**src/rtl/dmem_req_ctrl.sv**
```systemverilog
// dmem_req_ctrl: memory-stage request controller for a variable-latency data memory.
// Converts EX/MEM load/store requests into a start/done handshake, stalls the
// pipeline while an access is outstanding, flags misaligned, illegal and timed-out
// accesses (sticky err), latches halt (sticky halt_out) and returns load data.
// Optional feature: define DMEM_RDBUF_EN for a one-entry read buffer that turns a
// repeated load of the last loaded address into a single-cycle, stall-free load.
module dmem_req_ctrl #(
   parameter int TIMEOUT = 16,
   parameter int CNT_W   = 5
) (
   input  logic        clk,
   input  logic        rst,
   input  logic        MemRead,
   input  logic        MemWrite,
   input  logic [15:0] memAddr,
   input  logic [15:0] writeData,
   input  logic        HaltIn,
   output logic        mem_start,
   output logic        mem_wr,
   output logic [15:0] mem_addr,
   output logic [15:0] mem_wdata,
   input  logic        mem_done,
   input  logic [15:0] mem_rdata,
   output logic        stall,
   output logic [15:0] readData,
   output logic        halt_out,
   output logic        err
);

   typedef enum logic [1:0] {IDLE, WAIT, RESP} state_t;

   localparam logic [CNT_W-1:0] LAST_WAIT = CNT_W'(TIMEOUT - 1);

   state_t           state;
   logic [CNT_W-1:0] waitCnt;
   logic             wrReg;
   logic [15:0]      addrReg;
   logic [15:0]      wdataReg;

   logic req;
   logic illegal;
   logic misaligned;
   logic bufHit;
   logic bufLoad;
   logic startNow;

   assign req        = (MemRead | MemWrite) & ~err & ~halt_out;
   assign illegal    = MemRead & MemWrite;
   assign misaligned = memAddr[0];

`ifdef DMEM_RDBUF_EN
   logic        bufValid;
   logic [15:0] bufAddr;
   logic [15:0] bufData;

   assign bufHit = bufValid & MemRead & (bufAddr == memAddr);
`else
   assign bufHit = 1'b0;
`endif

   // A buffered load completes in IDLE without touching the memory.
   assign bufLoad = (state == IDLE) & req & ~misaligned & ~illegal & bufHit;

   // NOTE: start is gated by rst so an asserted reset silences the combinational
   // handshake at once, even while a request is still held on the inputs.
   assign startNow = ~rst & (state == IDLE) & req & ~misaligned & ~illegal & ~bufHit;

   // The start cycle presents the live request; WAIT presents the latched copy.
   assign mem_start = startNow;
   assign mem_wr    = startNow ? MemWrite  : wrReg;
   assign mem_addr  = startNow ? memAddr   : addrReg;
   assign mem_wdata = startNow ? writeData : wdataReg;
   assign stall     = startNow | (state == WAIT);

   // Request FSM: issue, wait for done or timeout, release the pipeline for one cycle.
   always_ff @(posedge clk or posedge rst) begin
      if (rst) begin
         state    <= IDLE;
         waitCnt  <= '0;
         wrReg    <= 1'b0;
         addrReg  <= 16'h0000;
         wdataReg <= 16'h0000;
         readData <= 16'h0000;
         halt_out <= 1'b0;
         err      <= 1'b0;
      end else begin
         // NOTE: all state here uses non-blocking assignments so every register
         // sees the pre-edge values of the others, independent of statement order.
         unique case (state)
            IDLE: begin
               if (startNow) begin
                  state    <= WAIT;
                  waitCnt  <= '0;
                  wrReg    <= MemWrite;
                  addrReg  <= memAddr;
                  wdataReg <= writeData;
               end else if (req && (misaligned || illegal)) begin
                  err <= 1'b1;
               end else if (!req && HaltIn) begin
                  halt_out <= 1'b1;
               end
`ifdef DMEM_RDBUF_EN
               if (bufLoad) readData <= bufData;
`endif
            end
            WAIT: begin
               if (mem_done) begin
                  if (!wrReg) readData <= mem_rdata;
                  state <= RESP;
               end else if (waitCnt == LAST_WAIT) begin
                  err   <= 1'b1;
                  state <= IDLE;
               end else if (waitCnt != '1) begin
                  waitCnt <= waitCnt + 1'b1;
               end
            end
            RESP: begin
               if (HaltIn) halt_out <= 1'b1;
               state <= IDLE;
            end
            default: state <= IDLE;
         endcase
      end
   end

`ifdef DMEM_RDBUF_EN
   // Read buffer: filled by each completed load, invalidated by a store to its address.
   always_ff @(posedge clk or posedge rst) begin
      if (rst) begin
         bufValid <= 1'b0;
         bufAddr  <= 16'h0000;
         bufData  <= 16'h0000;
      end else if (state == WAIT && mem_done && !wrReg) begin
         bufValid <= 1'b1;
         bufAddr  <= addrReg;
         bufData  <= mem_rdata;
      end else if (startNow && MemWrite && memAddr == bufAddr) begin
         bufValid <= 1'b0;
      end
   end
`endif

endmodule

```
**config.mk**
```make
export PLATFORM = sky130hd
export DESIGN_NAME = dmem_req_ctrl
export DESIGN_NICKNAME = d
export VERILOG_FILES = /design/src/rtl/dmem_req_ctrl.sv
export SDC_FILE = /design/constraint.sdc
export NUM_CORES = 1
export LEC_CHECK = 0
export CAP_MARGIN = 20
export CORE_MARGIN = 2
export CORE_UTILIZATION = 40
export DETAILED_ROUTE_END_ITERATION = 10
export HOLD_SLACK_MARGIN = 0.1
export MAX_ROUTING_LAYER = met4
export PLACE_DENSITY = 0.78
export SLEW_MARGIN = 20
export SYNTH_ARGS = -nofsm -noshare
export SYNTH_HDL_FRONTEND = slang
export SYNTH_SLANG_ARGS = --single-unit
export TNS_END_PERCENT = 100
```
**constraint.sdc**
```tcl
create_clock -name clk -period 5.2 [get_ports clk]
set_input_delay 1.56 -clock clk [delete_from_list [all_inputs] [get_ports clk]]
set_output_delay 1.56 -clock clk [all_outputs]
set_load 0.02 [all_outputs]
```
* After elaboration in Yosys (flattened, before gate mapping)
Cells that the tools add are included.
** Storage, ports and cells
- Memory bits (writable) :: 0
- Register bits :: 58
- ROM bits :: 0
- Memories kept :: 0
- Output and inout bits :: 53
- Latch bits :: 0
** Cells by class
- Add/subtract/negate cells :: 1
- Bitwise logic cells :: 15
- $lt $le $gt $ge :: 0
- Shifts and indexed selects :: 0
- Mux-type cells :: 22
- Reductions and logical operators :: 12
- Eq/ne operators :: 15
- $mul :: 0
- Divide/modulo/power cells :: 0
** Operator list (number)
- $mux 16 :: 2
- $mux 5 :: 4
- $reduce_and 5->1 :: 3
- $ne 2x2->1 const B :: 6
- $pmux 5 s2 :: 1
- $mux 1 :: 9
- $ne 2x1->1 const B :: 4
- $and 1x1->1 :: 7
- $mux 2 :: 3
- $not 1->1 :: 6
- $add 5x1->5 const B :: 1
- $eq 5x4->1 const B :: 1
- $ne 5x5->1 const B :: 1
- $pmux 1 s2 :: 2
- $pmux 2 s2 :: 1
- $reduce_bool 2->1 :: 2
- $ne 3x2->1 const B :: 1
- $reduce_and 3->1 :: 1
- $eq 2x1->1 const B :: 1
- $eq 2x2->1 const B :: 1
- $logic_and 1x1->1 :: 2
- $logic_not 2->1 :: 1
- $or 1x1->1 :: 2
- $reduce_and 2->1 :: 1
- other kinds (2) :: 2

* Logic depth before layout (Yosys ltp)
- Word-level depth :: 9
- Gate-level depth with buffers :: 7
- Depth with buffers taken out :: 6

* Least setup slack after synthesis
No wires, ideal clock.
- Kind :: input to output
- From :: input port memAddr[0]
- To :: output port stall
- Buffers on the path :: 2
- Required time :: 3.640 ns
- Arrival time :: 3.236 ns
- Cell stages on the path :: 5
- Path slack :: 0.404 ns
- Cell sequence :: or4_4 > or4_1 > buf_6 > buf_6 > a21oi_1
** On the way
- Longest elaborated chain between the ends :: 4
** RTL lines
- start, declared :: line 15 : input logic [15:0] memAddr,
- $not 1->1 :: line 66 : assign startNow = ~rst & (state == IDLE) & req & ~misaligned & ~illegal & ~bufHit;
- $and 1x1->1 (2 in series) :: line 66
- $or 1x1->1 :: line 73 : assign stall = startNow | (state == WAIT);
- end, declared :: line 24 : output logic stall,
Every way passes these cells.

* Final worst setup path
- From :: input port memAddr[0]
- To :: output port mem_addr[3]
** On the way
- Longest elaborated chain between the ends :: 4
** RTL lines
- $not 1->1 :: line 66
- $and 1x1->1 (2 in series) :: line 66
- $mux 16 :: line 71 : assign mem_addr = startNow ? memAddr : addrReg;
- end, declared :: line 20 : output logic [15:0] mem_addr,
Every way passes these cells.

==> results.toml <==
[critical_path]
required_ps = 3640
cp-start-kind = "primary input"
crit_path_top_delay_cell = "or4_4"
worstSetupEndpointType = "output port"
path_class = "primary input to output port"
critPathArrivalTime_ps = 3590
crit_fanout = 10
ff2ff_setup_slack_ps = 2820
slowest_delay_ps = 520
path_cells = "dlygate4sd2_1, or4_4, or4_4, buf_12, buf_16, mux2_4, buf_4"
cpMostUsedCell = "or4_4"

[grt]
antenna_found_initial = 0
grt_max_degree = 41
grt_pass1_vias = 2341
grt_pass1_wl_um = 11500
grt_overflow_total = 0
grt_usage = 0.183

[clock_tree]
cts-root-buf = "clkbuf_8"
insertion_delay_ps = 340
cts.clk_slew.worst_paths_ps = 70
cts.sinks = 58
cts_inserted_buffers = 9
clockBufferDepth = 2
h-tree-depth = 3
cts_tree = "done"

[sta]
rsz0062_at_grt = "no"
period_needed_ps = 5150
finalHoldViolations = 0
whs_ps = 496
period_share = 0.990
fin_skew_ps = 11.8
setup_tns_ps = 0
max_slew.worst_pin.slew_ps = 826
max_freq_mhz = 194
setup_violations = 0
slew_viol_final = 0
relSlewSlack = 0.449

[synthesis]
yosys_warnings = 0
synth-simple-area-share = 0.0493
synth_xor_area_frac = 0.00295
synthMuxAreaShare = 0.362
yosysUniqueCellTypes = 32
seq_area_frac_synth = 0.489
syn_nets = 254
synth_top_family_by_area = "multiplexers"
synth-seq-cells = 58
syn-instance-count = 197
synth_fa_ha_area_frac = 0.0160
netlist_area_mm2 = 0.00297
synth_compound_area_frac = 0.0308
avgSynthCellArea_um2 = 15.1

[route]
dr.pass1.iters = 4
routed-via-count = 2087
routed_wl_um = 6790
viasPerCell = 4.81
drc = 0
ant_nets = 0
drt_iter0_drc = 35
wire_per_inst_um = 15.7

[power]
powerDensity_mw_per_mm2 = 248
irDropWorstVdd_v = 0.000163
power_uw = 1110
leakage_uw = 0.00235

[floorplan]
initial_core_util = 0.412
die_w_um = 90.2
die_h_um = 90.2
die-area_mm2 = 0.00813
io-pin-count = 107
coreArea_mm2 = 0.00721
num_rows = 31

[final_layout]
drive_above_1_share = 0.472
fill_cells = 606
final_util = 0.623
nNetsFinal = 387
area_growth_pct = 51.5
final_cell_mix = "70 x clkdlybuf4s50_1, 58 x dfrtp_1, 46 x mux2_4"
diodes = 0
layout_commonest_cell = "clkdlybuf4s50_1"
design_area_mm2 = 0.00450

[placed_design]
gp_congestion = 0.736
detailed_place_hpwl_um = 4450
dpl_cell_area_mm2 = 0.00417
port_buffers = 106

[outcome]
status = "completed"

[hold_path]
hold_class = "flip-flop to flip-flop"

[job]
maxCapViolations = 0
## timing repair
| item | CTS | global route |
|---|---|---|
| buffers inserted | 7 | 0 |
| endpoints found under the setup margin | 35 | 0 |
| hold buffers | 0 | 0 |
| gates resized for setup | 115 | 0 |
## registers in the layout, summed over array words and instances (netlist names)
name	count
err	1
readData	16
state	2
halt_out	1
wdataReg	16
wrReg	1
waitCnt	5
addrReg	16
## synth_stat cells
library cell,number,area share
a21oi_1,3,0.0051
a22oi_1,1,0.0025
a31o_2,4,0.012
and2_1,2,0.0042
and3_1,2,0.0042
buf_1,1,0.0013
buf_12,4,0.027
buf_2,2,0.0034
buf_6,2,0.0076
clkbuf_1,3,0.0038
dfrtp_1,58,0.49
ha_1,3,0.013
inv_1,6,0.0076
maj3_1,1,0.0034
mux2_2,34,0.13
mux2_4,46,0.23
nand2_1,1,0.0013
nand3_1,1,0.0017
nand3b_1,1,0.0025
nand4bb_1,1,0.0038
nor2_1,4,0.0051
nor3_1,2,0.0034
nor3b_1,1,0.0025
nor4_1,2,0.0042
o21ai_0,2,0.0034
o31ai_1,2,0.0051
o41ai_1,1,0.0030
or2_2,1,0.0021
or3b_2,1,0.0030
or4_1,3,0.0076
or4_4,1,0.0038
xnor2_1,1,0.0030
## layer usage
metal | up-vias | global-route usage | share of wire
li1 | 978 | - | -
met1 | 1035 | 0.211 | 0.42
met2 | 68 | 0.308 | 0.51
met3 | 6 | 0.0612 | 0.059
met4 | 0 | 0.0500 | 0.0071
met5 | - | - | 0
## report_power, final
| group | total, uW | switching (uW) | internal (uW) |
|---|---|---|---|
| registers | 472 | 7.54 | 464 |
| clock network | 520 | 197 | 322 |
| logic | 123 | 48.2 | 74.7 |
## cell type report
| type | instances | area, um2 | area share |
|---|---|---|---|
| Multi-Input combinational cell | 121 | 1390 | 0.308 |
| Timing Repair Buffer | 134 | 1270 | 0.282 |
| Tap cell | 99 | 124 | 0.0275 |
| Clock inverter | 7 | 124 | 0.0275 |
| Clock buffer | 9 | 124 | 0.0275 |
| Inverter | 6 | 22.5 | 0.00501 |
| Sequential cell | 58 | 1450 | 0.323 |
## critical path, delay by kind of cell
family	cells	cell delay [ps]
AND/OR/NAND/NOR	2	1000
buffers and inverters	4	720
multiplexers	1	300
## cell families (layout without fill, tap and decap cells)
family	Yosys count	after routing
DFF	58	58
muxes	80	80
buffers and inverters	18	156
AOI/OAI and AO/OA	13	13
adders and majority gates	4	4
and+or+nand+nor	23	23
xor gates and xnor gates	1	1
## final timing paths
path                                         from                endpoint  depth (start not counted)
max                                    memAddr[0]             mem_addr[3]                          7
min reg2reg                addrReg[0]$_DFFE_PP0N_  addrReg[0]$_DFFE_PP0N_                          1
min                        addrReg[0]$_DFFE_PP0N_  addrReg[0]$_DFFE_PP0N_                          1
max reg2reg                  halt_out$_DFFE_PP0P_  addrReg[7]$_DFFE_PP0N_                          6
max in group asynchronous                     rst  waitCnt[1]$_DFFE_PP0P_                          3
min in group asynchronous                     rst    state[0]$_DFFE_PP0P_                          2
## metrics by stage
| stage | setup slack, ps | instances |
|---|---|---|
| 2_1_floorplan | 404 | 197 |
| 3_3_place_gp | -620 | 406 |
| 3_5_place_dp | -661 | 406 |
| 4_1_cts | 66.2 | 434 |
| 5_1_grt | 6.28 | 434 |
| 6_report | 53.5 | 434 |
No activity file was read; power rests on OpenSTA's default activity.
